File: config.mk
export PLATFORM = sky130hd
export DESIGN_NAME = alu_imm_seq_flat
export DESIGN_NICKNAME = d
export VERILOG_FILES = /design/src/rtl/alu_imm_seq_if.sv /design/src/rtl/alu_imm_seq.sv /design/src/flat_wrapper.sv
export SDC_FILE = /design/constraint.sdc
export NUM_CORES = 1
export LEC_CHECK = 0
export CORE_UTILIZATION = 37
export DETAILED_ROUTE_END_ITERATION = 8
export PLACE_DENSITY = 0.72
export SETUP_SLACK_MARGIN = 0.15
export SYNTH_ARGS = -nofsm -noshare
export SYNTH_HDL_FRONTEND = slang
export SYNTH_SLANG_ARGS = --single-unit
export TNS_END_PERCENT = 5
File: constraint.sdc
create_clock -name clk -period 1.6 [get_ports clk]
set_input_delay 0.16 -clock clk [delete_from_list [all_inputs] [get_ports clk]]
set_output_delay 0.16 -clock clk [all_outputs]
set_load 0.02 [all_outputs]
File: src/rtl/alu_imm_seq_if.sv
// Bundles the request and datapath-control signals of the ALU-immediate sequencer.
// The sequencer is the slave. Whoever issues instructions is the master.
interface alu_imm_seq_if #(
  parameter int NUM_REGS = 4,
  parameter int SEL_W    = 4,
  parameter int DATA_W   = 16,
  parameter int IMM_W    = 6
);
  logic                start;
  logic                abort;
  logic [SEL_W-1:0]    reg_sel;
  logic [IMM_W-1:0]    imm;
  logic [NUM_REGS-1:0] reg_out_en;
  logic [NUM_REGS-1:0] reg_in_en;
  logic                alu_a_en;
  logic                alu_b_en;
  logic [DATA_W-1:0]   imm_bus;
  logic                alu_op_en;
  logic                alu_out_en;
  logic                busy;
  logic                done;
  logic                err;

  modport master (
    output start, abort, reg_sel, imm,
    input  reg_out_en, reg_in_en, alu_a_en, alu_b_en, imm_bus,
           alu_op_en, alu_out_en, busy, done, err
  );

  modport slave (
    input  start, abort, reg_sel, imm,
    output reg_out_en, reg_in_en, alu_a_en, alu_b_en, imm_bus,
           alu_op_en, alu_out_en, busy, done, err
  );
endinterface

File: src/rtl/alu_imm_seq.sv
// Sequencer for ALU-immediate instructions (Rd <- Rd op imm): LOAD_A, LOAD_B, EXEC, WRITE, DONE.
// Define ALUIMM_SIGNEXT_EN to sign-extend the immediate. The default is zero extension.
module alu_imm_seq #(
  parameter int NUM_REGS    = 4,
  parameter int SEL_W       = 4,
  parameter int DATA_W      = 16,
  parameter int IMM_W       = 6,
  parameter int EXEC_CYCLES = 1
) (
  input  logic         clk,
  input  logic         rst,
  alu_imm_seq_if.slave bus
);

  typedef enum logic [2:0] {
    IDLE, LOAD_A, LOAD_B, EXEC, WRITE, DONE
  } state_t;

  localparam logic [3:0]     CNT_INIT   = 4'(EXEC_CYCLES - 1);
  localparam logic [SEL_W:0] NREGS_CMP  = (SEL_W + 1)'(NUM_REGS);

  state_t            state_q, state_d;
  logic [3:0]        cnt_q, cnt_d;
  logic [SEL_W-1:0]  sel_q, sel_d;
  logic [IMM_W-1:0]  imm_q, imm_d;
  logic              err_q, err_d;
  logic [DATA_W-1:0] imm_ext;

  always_ff @(posedge clk) begin
    if (rst) begin
      state_q <= IDLE;
      cnt_q   <= '0;
      sel_q   <= '0;
      imm_q   <= '0;
      err_q   <= 1'b0;
    end else begin
      state_q <= state_d;
      cnt_q   <= cnt_d;
      sel_q   <= sel_d;
      imm_q   <= imm_d;
      err_q   <= err_d;
    end
  end

  // abort outranks everything except rst, including a start seen in IDLE
  always_comb begin
    state_d = state_q;
    cnt_d   = cnt_q;
    sel_d   = sel_q;
    imm_d   = imm_q;
    err_d   = 1'b0;
    if (bus.abort) begin
      state_d = IDLE;
    end else begin
      case (state_q)
        IDLE: begin
          if (bus.start) begin
            if ({1'b0, bus.reg_sel} < NREGS_CMP) begin
              sel_d   = bus.reg_sel;
              imm_d   = bus.imm;
              state_d = LOAD_A;
            end else begin
              err_d = 1'b1;
            end
          end
        end
        LOAD_A: state_d = LOAD_B;
        LOAD_B: begin
          cnt_d   = CNT_INIT;
          state_d = EXEC;
        end
        EXEC: begin
          if (cnt_q == 4'd0) begin
            state_d = WRITE;
          end else begin
            cnt_d = cnt_q - 4'd1;
          end
        end
        WRITE:   state_d = DONE;
        DONE:    state_d = IDLE;
        default: state_d = IDLE;
      endcase
    end
  end

  generate
    if (IMM_W == DATA_W) begin : g_pass
      assign imm_ext = imm_q;
    end else begin : g_ext
`ifdef ALUIMM_SIGNEXT_EN
      assign imm_ext = {{(DATA_W - IMM_W){imm_q[IMM_W-1]}}, imm_q};
`else
      assign imm_ext = {{(DATA_W - IMM_W){1'b0}}, imm_q};
`endif
    end
  endgenerate

  genvar gi;
  generate
    for (gi = 0; gi < NUM_REGS; gi++) begin : g_en
      assign bus.reg_out_en[gi] = (state_q == LOAD_A) && (sel_q == SEL_W'(gi));
      assign bus.reg_in_en[gi]  = (state_q == WRITE)  && (sel_q == SEL_W'(gi));
    end
  endgenerate

  assign bus.alu_a_en   = (state_q == LOAD_A);
  assign bus.alu_b_en   = (state_q == LOAD_B);
  assign bus.imm_bus    = (state_q == LOAD_B) ? imm_ext : '0;
  assign bus.alu_op_en  = (state_q == EXEC);
  assign bus.alu_out_en = (state_q == WRITE);
  assign bus.busy       = (state_q != IDLE);
  assign bus.done       = (state_q == DONE);
  assign bus.err        = err_q;

endmodule

File: src/flat_wrapper.sv
// flat-port wrapper written by rule: the top's interface ports become plain ports
module alu_imm_seq_flat 
#(
  parameter int NUM_REGS    = 4,
  parameter int SEL_W       = 4,
  parameter int DATA_W      = 16,
  parameter int IMM_W       = 6,
  parameter int EXEC_CYCLES = 1
)
  (clk, rst, bus_start, bus_abort, bus_reg_sel, bus_imm, bus_reg_out_en, bus_reg_in_en, bus_alu_a_en, bus_alu_b_en, bus_imm_bus, bus_alu_op_en, bus_alu_out_en, bus_busy, bus_done, bus_err);
  alu_imm_seq_if #(.NUM_REGS(NUM_REGS), .SEL_W(SEL_W), .DATA_W(DATA_W), .IMM_W(IMM_W)) bus_i ();
  input  logic clk;
  input  logic rst;
  input wire logic [$bits(bus_i.start)-1:0] bus_start;
  input wire logic [$bits(bus_i.abort)-1:0] bus_abort;
  input wire logic [$bits(bus_i.reg_sel)-1:0] bus_reg_sel;
  input wire logic [$bits(bus_i.imm)-1:0] bus_imm;
  output wire logic [$bits(bus_i.reg_out_en)-1:0] bus_reg_out_en;
  output wire logic [$bits(bus_i.reg_in_en)-1:0] bus_reg_in_en;
  output wire logic [$bits(bus_i.alu_a_en)-1:0] bus_alu_a_en;
  output wire logic [$bits(bus_i.alu_b_en)-1:0] bus_alu_b_en;
  output wire logic [$bits(bus_i.imm_bus)-1:0] bus_imm_bus;
  output wire logic [$bits(bus_i.alu_op_en)-1:0] bus_alu_op_en;
  output wire logic [$bits(bus_i.alu_out_en)-1:0] bus_alu_out_en;
  output wire logic [$bits(bus_i.busy)-1:0] bus_busy;
  output wire logic [$bits(bus_i.done)-1:0] bus_done;
  output wire logic [$bits(bus_i.err)-1:0] bus_err;
  assign bus_i.start = bus_start;
  assign bus_i.abort = bus_abort;
  assign bus_i.reg_sel = bus_reg_sel;
  assign bus_i.imm = bus_imm;
  assign bus_reg_out_en = bus_i.reg_out_en;
  assign bus_reg_in_en = bus_i.reg_in_en;
  assign bus_alu_a_en = bus_i.alu_a_en;
  assign bus_alu_b_en = bus_i.alu_b_en;
  assign bus_imm_bus = bus_i.imm_bus;
  assign bus_alu_op_en = bus_i.alu_op_en;
  assign bus_alu_out_en = bus_i.alu_out_en;
  assign bus_busy = bus_i.busy;
  assign bus_done = bus_i.done;
  assign bus_err = bus_i.err;
  alu_imm_seq #(.NUM_REGS(NUM_REGS), .SEL_W(SEL_W), .DATA_W(DATA_W), .IMM_W(IMM_W), .EXEC_CYCLES(EXEC_CYCLES)) u_core (.clk(clk), .rst(rst), .bus(bus_i));
endmodule
==> impl_metrics.ini, run 1 <==
[floorplan]
std_cell_rows = 18
top_level_ports = 45
placeableCoreArea_um2 = 2570
die_h_um = 55.0
die_w_um = 55.0
start_util_pct = 40.5
dieArea_um2 = 3030

[global_route]
globalRouteTotalUtil_pct = 20.2
grt_pass1_vias = 976
antenna_found_initial = 0
grt_pass1_wl_mm = 4.24
grt_max_degree = 17
grt_overflow = 0

[logic_synthesis]
syn_inst = 123
yosys-top-cells-area = dfxtp_1 (35%), mux2i_1 (7.7%), buf_4 (7.2%)
avgSynthCellArea_um2 = 8.46
synth_cell_types = 33
synth_top_area_cell = dfxtp_1
ys_seq_elements = 18
synth_seq_area_share_pct = 34.6
synth_area_um2 = 1040
synth_top_area_share_pct = 34.6
yosysWarnings = 0

[layout]
area_delta_synth_final_pct = 57.2
design.final.nets = 194
diodes = 0
drive_gt1_share_pct = 40.9

[setup_path]
crit_family = simple AND/OR/NAND/NOR gates
timing.rr.start = u_core.state_q[1]
path_class = register to register
crit_slowest_cell = or4b_4
cp-startpoint = u_core.state_q[1]
endpoint_kind = register
crit_required_ps = 1830
max_stage_delay_ps = 560
worst-path-buf-inv = 2
crit_path_start_kind = register
crit_path_cell_trace = buf_6, or4b_4, nor4_4, buf_12, mux2i_1
cp.arrival_ps = 1910
cp_max_fo = 10

[timing]
rsz0062_at_grt = yes
hold_ws_ps = 414
setup_violations = 24
fmax_mhz = 595
worst_clock_skew_ps = 3.58
hold_viol_final = 0
setup_slack_ps = -81.7
fin_crit_sh_pct = 105
min_period_ps = 1680
worst_slew_pin_slew_ps = 591
relSlewSlack_pct = 60.1
drv_slew = 0

[clock_tree]
insertion_delay_ps = 290
postCtsSetupRepairBufs = 0
clock-root-buffer = clkbuf_4
cts_buffers = 3
hold_buffers = 0
clock_path_buffers = 2
cts_max_level = 1
cts_tree = built
clkSinkCount = 18
path_clk_slew_ps = 100

[outcome]
violations = setup timing
status = finished with violations

[pwr]
vdd_drop_max_uv = 450
power.leakage_nw = 0.715
total_power_w = 0.000824
p_per_area_nw_per_um2 = 504

[flow_run]
drv_cap = 0

[placement]
place_congestion = 0.764
place_hpwl_mm = 2.08
io_buffers = 34
pre_cts_ws_ps = -284

[route]
ant_nets = 0
drt-initial-drc-count = 23
drc_errors = 0
wire_per_inst_um = 13.5
drt_wl_total_mm = 2.78
via_count = 1037
vias_per_cell = 5.03
dr.pass1.iters = 4

[worst_hold_path]
hp-class = input port to register
min_from = bus_imm[3]
## worst register-to-register path: cells and delay by family, from the launching register on
family	cells	cell delay [ps]
and+or+nand+nor	2	790
DFF	1	340
buffers and inverters	2	310
muxes	1	180
## power breakdown
group / internal, W / total [W] / switching, W
sequential: 0.000454 / 0.000458 / 0.00000453
combinational: 0.0000669 / 0.000139 / 0.0000723
clock: 0.0000877 / 0.000226 / 0.000139
total: 0.000609 / 0.000824 / 0.000216
## metrics by stage
step	util [%]	instances	cell area, µm²	setup TNS [ps]
after global placement	60.5	203	1550	-3560
after detailed placement	60.5	203	1550	-4450
after floorplan	-	132	1100	0
after CTS	62.1	206	1600	-1250
final	63.7	206	1640	-1030
after global routing	63.7	206	1640	-3280
## cell usage after synthesis
cell	instances
o31ai_1	2
inv_1	6
nand3_1	1
buf_6	1
or4_1	2
nand4bb_1	1
nor4_4	1
nor4_1	1
mux2i_1	8
or4b_4	2
nand2_1	20
buf_4	10
a2111oi_0	3
nor3b_1	3
nand2b_2	1
or3_1	4
clkbuf_1	4
inv_2	1
and2_1	6
clkinv_1	1
a21oi_1	2
conb_1	1
ha_1	2
a41oi_1	1
nor2_1	8
and4bb_2	1
o311ai_0	1
o21ai_0	1
or3b_2	1
dfxtp_1	18
and3b_1	2
o32ai_1	2
nor3_1	5
## repair_timing
action	4_1_cts	5_1_grt
endpoints found under the setup margin	35	35
gates cloned	0	0
hold endpoints to repair	0	0
gates resized for setup	108	19
pin swaps	4	2
## kinds of logic after synthesis
family                   after synthesis  share of synthesized area [%]
AND/OR/NAND/NOR                       59                           33.5
adder cells (fa/ha/maj)                2                           2.40
flip-flops                            18                           34.6
AO/OA/AOI/OAI                         12                           8.77
other                                  1                          0.360
multiplexers                           8                           7.69
buffers and inverters                 23                           12.6
## cell type report
class / count / area (µm²)
well taps: 30 / 37.5
flip-flops and latches: 18 / 365
inverters: 8 / 32.5
clock buffers: 3 / 22.5
repair buffers: 56 / 510
multi-input cells: 91 / 668
fillers: 240 / 931
## path summary, 6_finish.rpt
path	to	slack, ps	cells past startpoint
max	u_core.imm_q[4]	-80	5
min	u_core.imm_q[3]	410	3
min reg2reg	u_core.imm_q[0]	470	2
max reg2reg	u_core.imm_q[4]	-80	5
## flip-flops by register name, summed over array words and instances (netlist names)
| name | flops |
|---|---|
| u_core.imm_q | 6 |
| u_core.state_q | 3 |
| u_core.sel_q | 4 |
| u_core.cnt_q | 4 |
| u_core.bus.err | 1 |
## per-layer routing
layer	GRT usage, %	up-vias	share of wire (%)
met4	3.75	0	0.50
met3	6.28	4	4.9
met5	0	-	0
met2	39.6	23	56
met1	20.7	494	38
li1	-	516	-
## cell usage in the layout (no fill, tap or decap), drive strengths merged, types with 3 or more instances in the layout
cell / count
a2111oi: 3
and2: 6
buf: 40
clkbuf: 4
clkdlybuf4s50: 14
conb: 10
dfxtp: 18
inv: 7
mux2i: 8
nand2: 20
nor2: 8
nor3: 5
nor3b: 3
or3: 4
No activity file was read; power rests on OpenSTA's default activity.
==> run 2: changes to the inputs <==
- CTS_CLUSTER_SIZE: unset -> 25
==> results of run 2 <==
Final layout, timing and power as in run 1 (identical DEF).
==> run 3: changes to the inputs <==
- TNS_END_PERCENT: 5 -> 30
==> impl_metrics.ini, run 3 (synthesized netlist as in run 1, its figures left out) <==
[outcome]
status = finished with violations
violations = setup timing

[layout]
drive_gt1_share_pct = 46.3
top_regs = u_core.imm_q x6, u_core.cnt_q x4, u_core.sel_q x4
final_common_cell = buf_4
design.final.nets = 194
regMostFlops = u_core.imm_q
layout.cells.non_filler = 207
diodes = 0
layout_common_cells = buf_4 (23), nand2_1 (18), buf_6 (16), clkdlybuf4s50_1 (14), dfxtp_1 (12)
area_delta_synth_final_pct = 63.5
n_fill_cell = 225
largest_register_ffs = 6
stdcell_area_um2 = 1700

[timing]
setup_slack_ps = -46.1
relSlewSlack_pct = 66.1
min_period_ps = 1650
worst_clock_skew_ps = 10.1
tns_ps = -353
fmax_mhz = 607
setup_violations = 12
fin_crit_sh_pct = 103
rsz0062_at_grt = yes
hold_viol_final = 0
drv_slew = 0
worst_slew_pin_slew_ps = 496

[pwr]
vdd_drop_max_uv = 449
power_frac_comb_pct = 15.9
p_clk_share_pct = 32.5
internal_power_w = 0.000659
seqPwrFrac_pct = 51.6
p_per_area_nw_per_um2 = 522
power.leakage_nw = 0.731
p_sw_w = 0.000230
switching_share_pct = 25.9

[setup_path]
cp.arrival_ps = 1880
crit_required_ps = 1830
path_class = register to register
endpoint_kind = register
cp_max_fo = 10
crit_path_start_kind = register

[clock_tree]
path_clk_slew_ps = 110
cts_buffers = 3
clock_path_buffers = 2
hold_buffers = 0
insertion_delay_ps = 300
cts_max_level = 1
clock-root-buffer = clkbuf_4
cts_tree = built
clkSinkCount = 18

[floorplan]
dieArea_um2 = 3030
die_w_um = 55.0
top_level_ports = 45
placeableCoreArea_um2 = 2570
die_h_um = 55.0
std_cell_rows = 18
start_util_pct = 40.5

[route]
drt_wl_total_mm = 2.72
via_count = 1020
drt-initial-drc-count = 9
drc_errors = 0
vias_per_cell = 4.93
wire_per_inst_um = 13.1
ant_nets = 0
dr.pass1.iters = 4

[placement]
io_buffers = 34
place_hpwl_mm = 1.91
place_congestion = 0.855
pre_cts_ws_ps = -227
dp_cells = 197
placed_cell_area_um2 = 1520

[flow_run]
drv_cap = 0

[worst_hold_path]
hp-class = input port to register

[global_route]
grt_pass1_vias = 946
grt_pass1_wl_mm = 4.12
antenna_found_initial = 0
grt_max_degree = 17
globalRouteTotalUtil_pct = 19.3
grt_overflow = 0
[run 3: critical path, cell delays in order, from the launching register on]
cell and delay [ps]:
dfxtp_2 370, buf_4 160, or4b_4 500, nor4_4 190
buf_12 180, mux2i_1 170
[run 3: final timing paths]
| check | start | end | slack [ps] | depth (start not counted) |
|---|---|---|---|---|
| hold reg to reg | u_core.imm_q[0] | u_core.imm_q[0] | 460 | 2 |
| hold / removal | bus_imm[5] | u_core.imm_q[5] | 410 | 3 |
| setup / recovery | u_core.state_q[2] | u_core.sel_q[1] | -50 | 5 |
| setup reg to reg | u_core.state_q[2] | u_core.sel_q[1] | -50 | 5 |
[run 3: metal layers]
layer	share of wire (%)	vias to the layer above	global-route usage [%]
li1	-	518	-
met1	42	483	22.5
met2	54	19	34.5
met3	3.9	0	6.56
met4	0	0	2.50
met5	0	-	0
[run 3: timing repair]
item / 4_1_cts / 5_1_grt
endpoints found under the setup margin: 35 / 35
resized for setup: 117 / 25
setup buffers: 3 / 3
pin swaps: 5 / 13
gates cloned: 0 / 0
[run 3: power groups by stage]
| stage | combinational (W) | sequential, W | clock, W |
|---|---|---|---|
| after floorplan | 0.0000848 | 0.000469 | 0 |
| after global placement | 0.000127 | 0.000467 | 0 |
| after detailed placement | 0.000129 | 0.000468 | 0 |
| after CTS | 0.000134 | 0.000458 | 0.000290 |
| after global routing | 0.000153 | 0.000459 | 0.000312 |
| final | 0.000141 | 0.000458 | 0.000289 |
[run 3: metrics by stage]
| stage | total power (W) | utilization [%] | hold WS, ps |
|---|---|---|---|
| floorplan | 0.000553 | - | 302 |
| global placement | 0.000594 | 59.3 | 438 |
| detailed placement | 0.000597 | 59.3 | 446 |
| CTS | 0.000883 | 62.2 | 401 |
| global route | 0.000924 | 66.3 | 421 |
| finish | 0.000889 | 66.3 | 408 |
[run 3: final cells by class]
class / instances / area, µm² / share of cell area [%]
sequential: 18 / 368 / 21.6
inverter: 8 / 32.5 / 1.91
clock buffer: 4 / 36.3 / 2.13
timing repair buffer: 56 / 523 / 30.7
multi-input combinational: 91 / 704 / 41.4
tap: 30 / 37.5 / 2.21
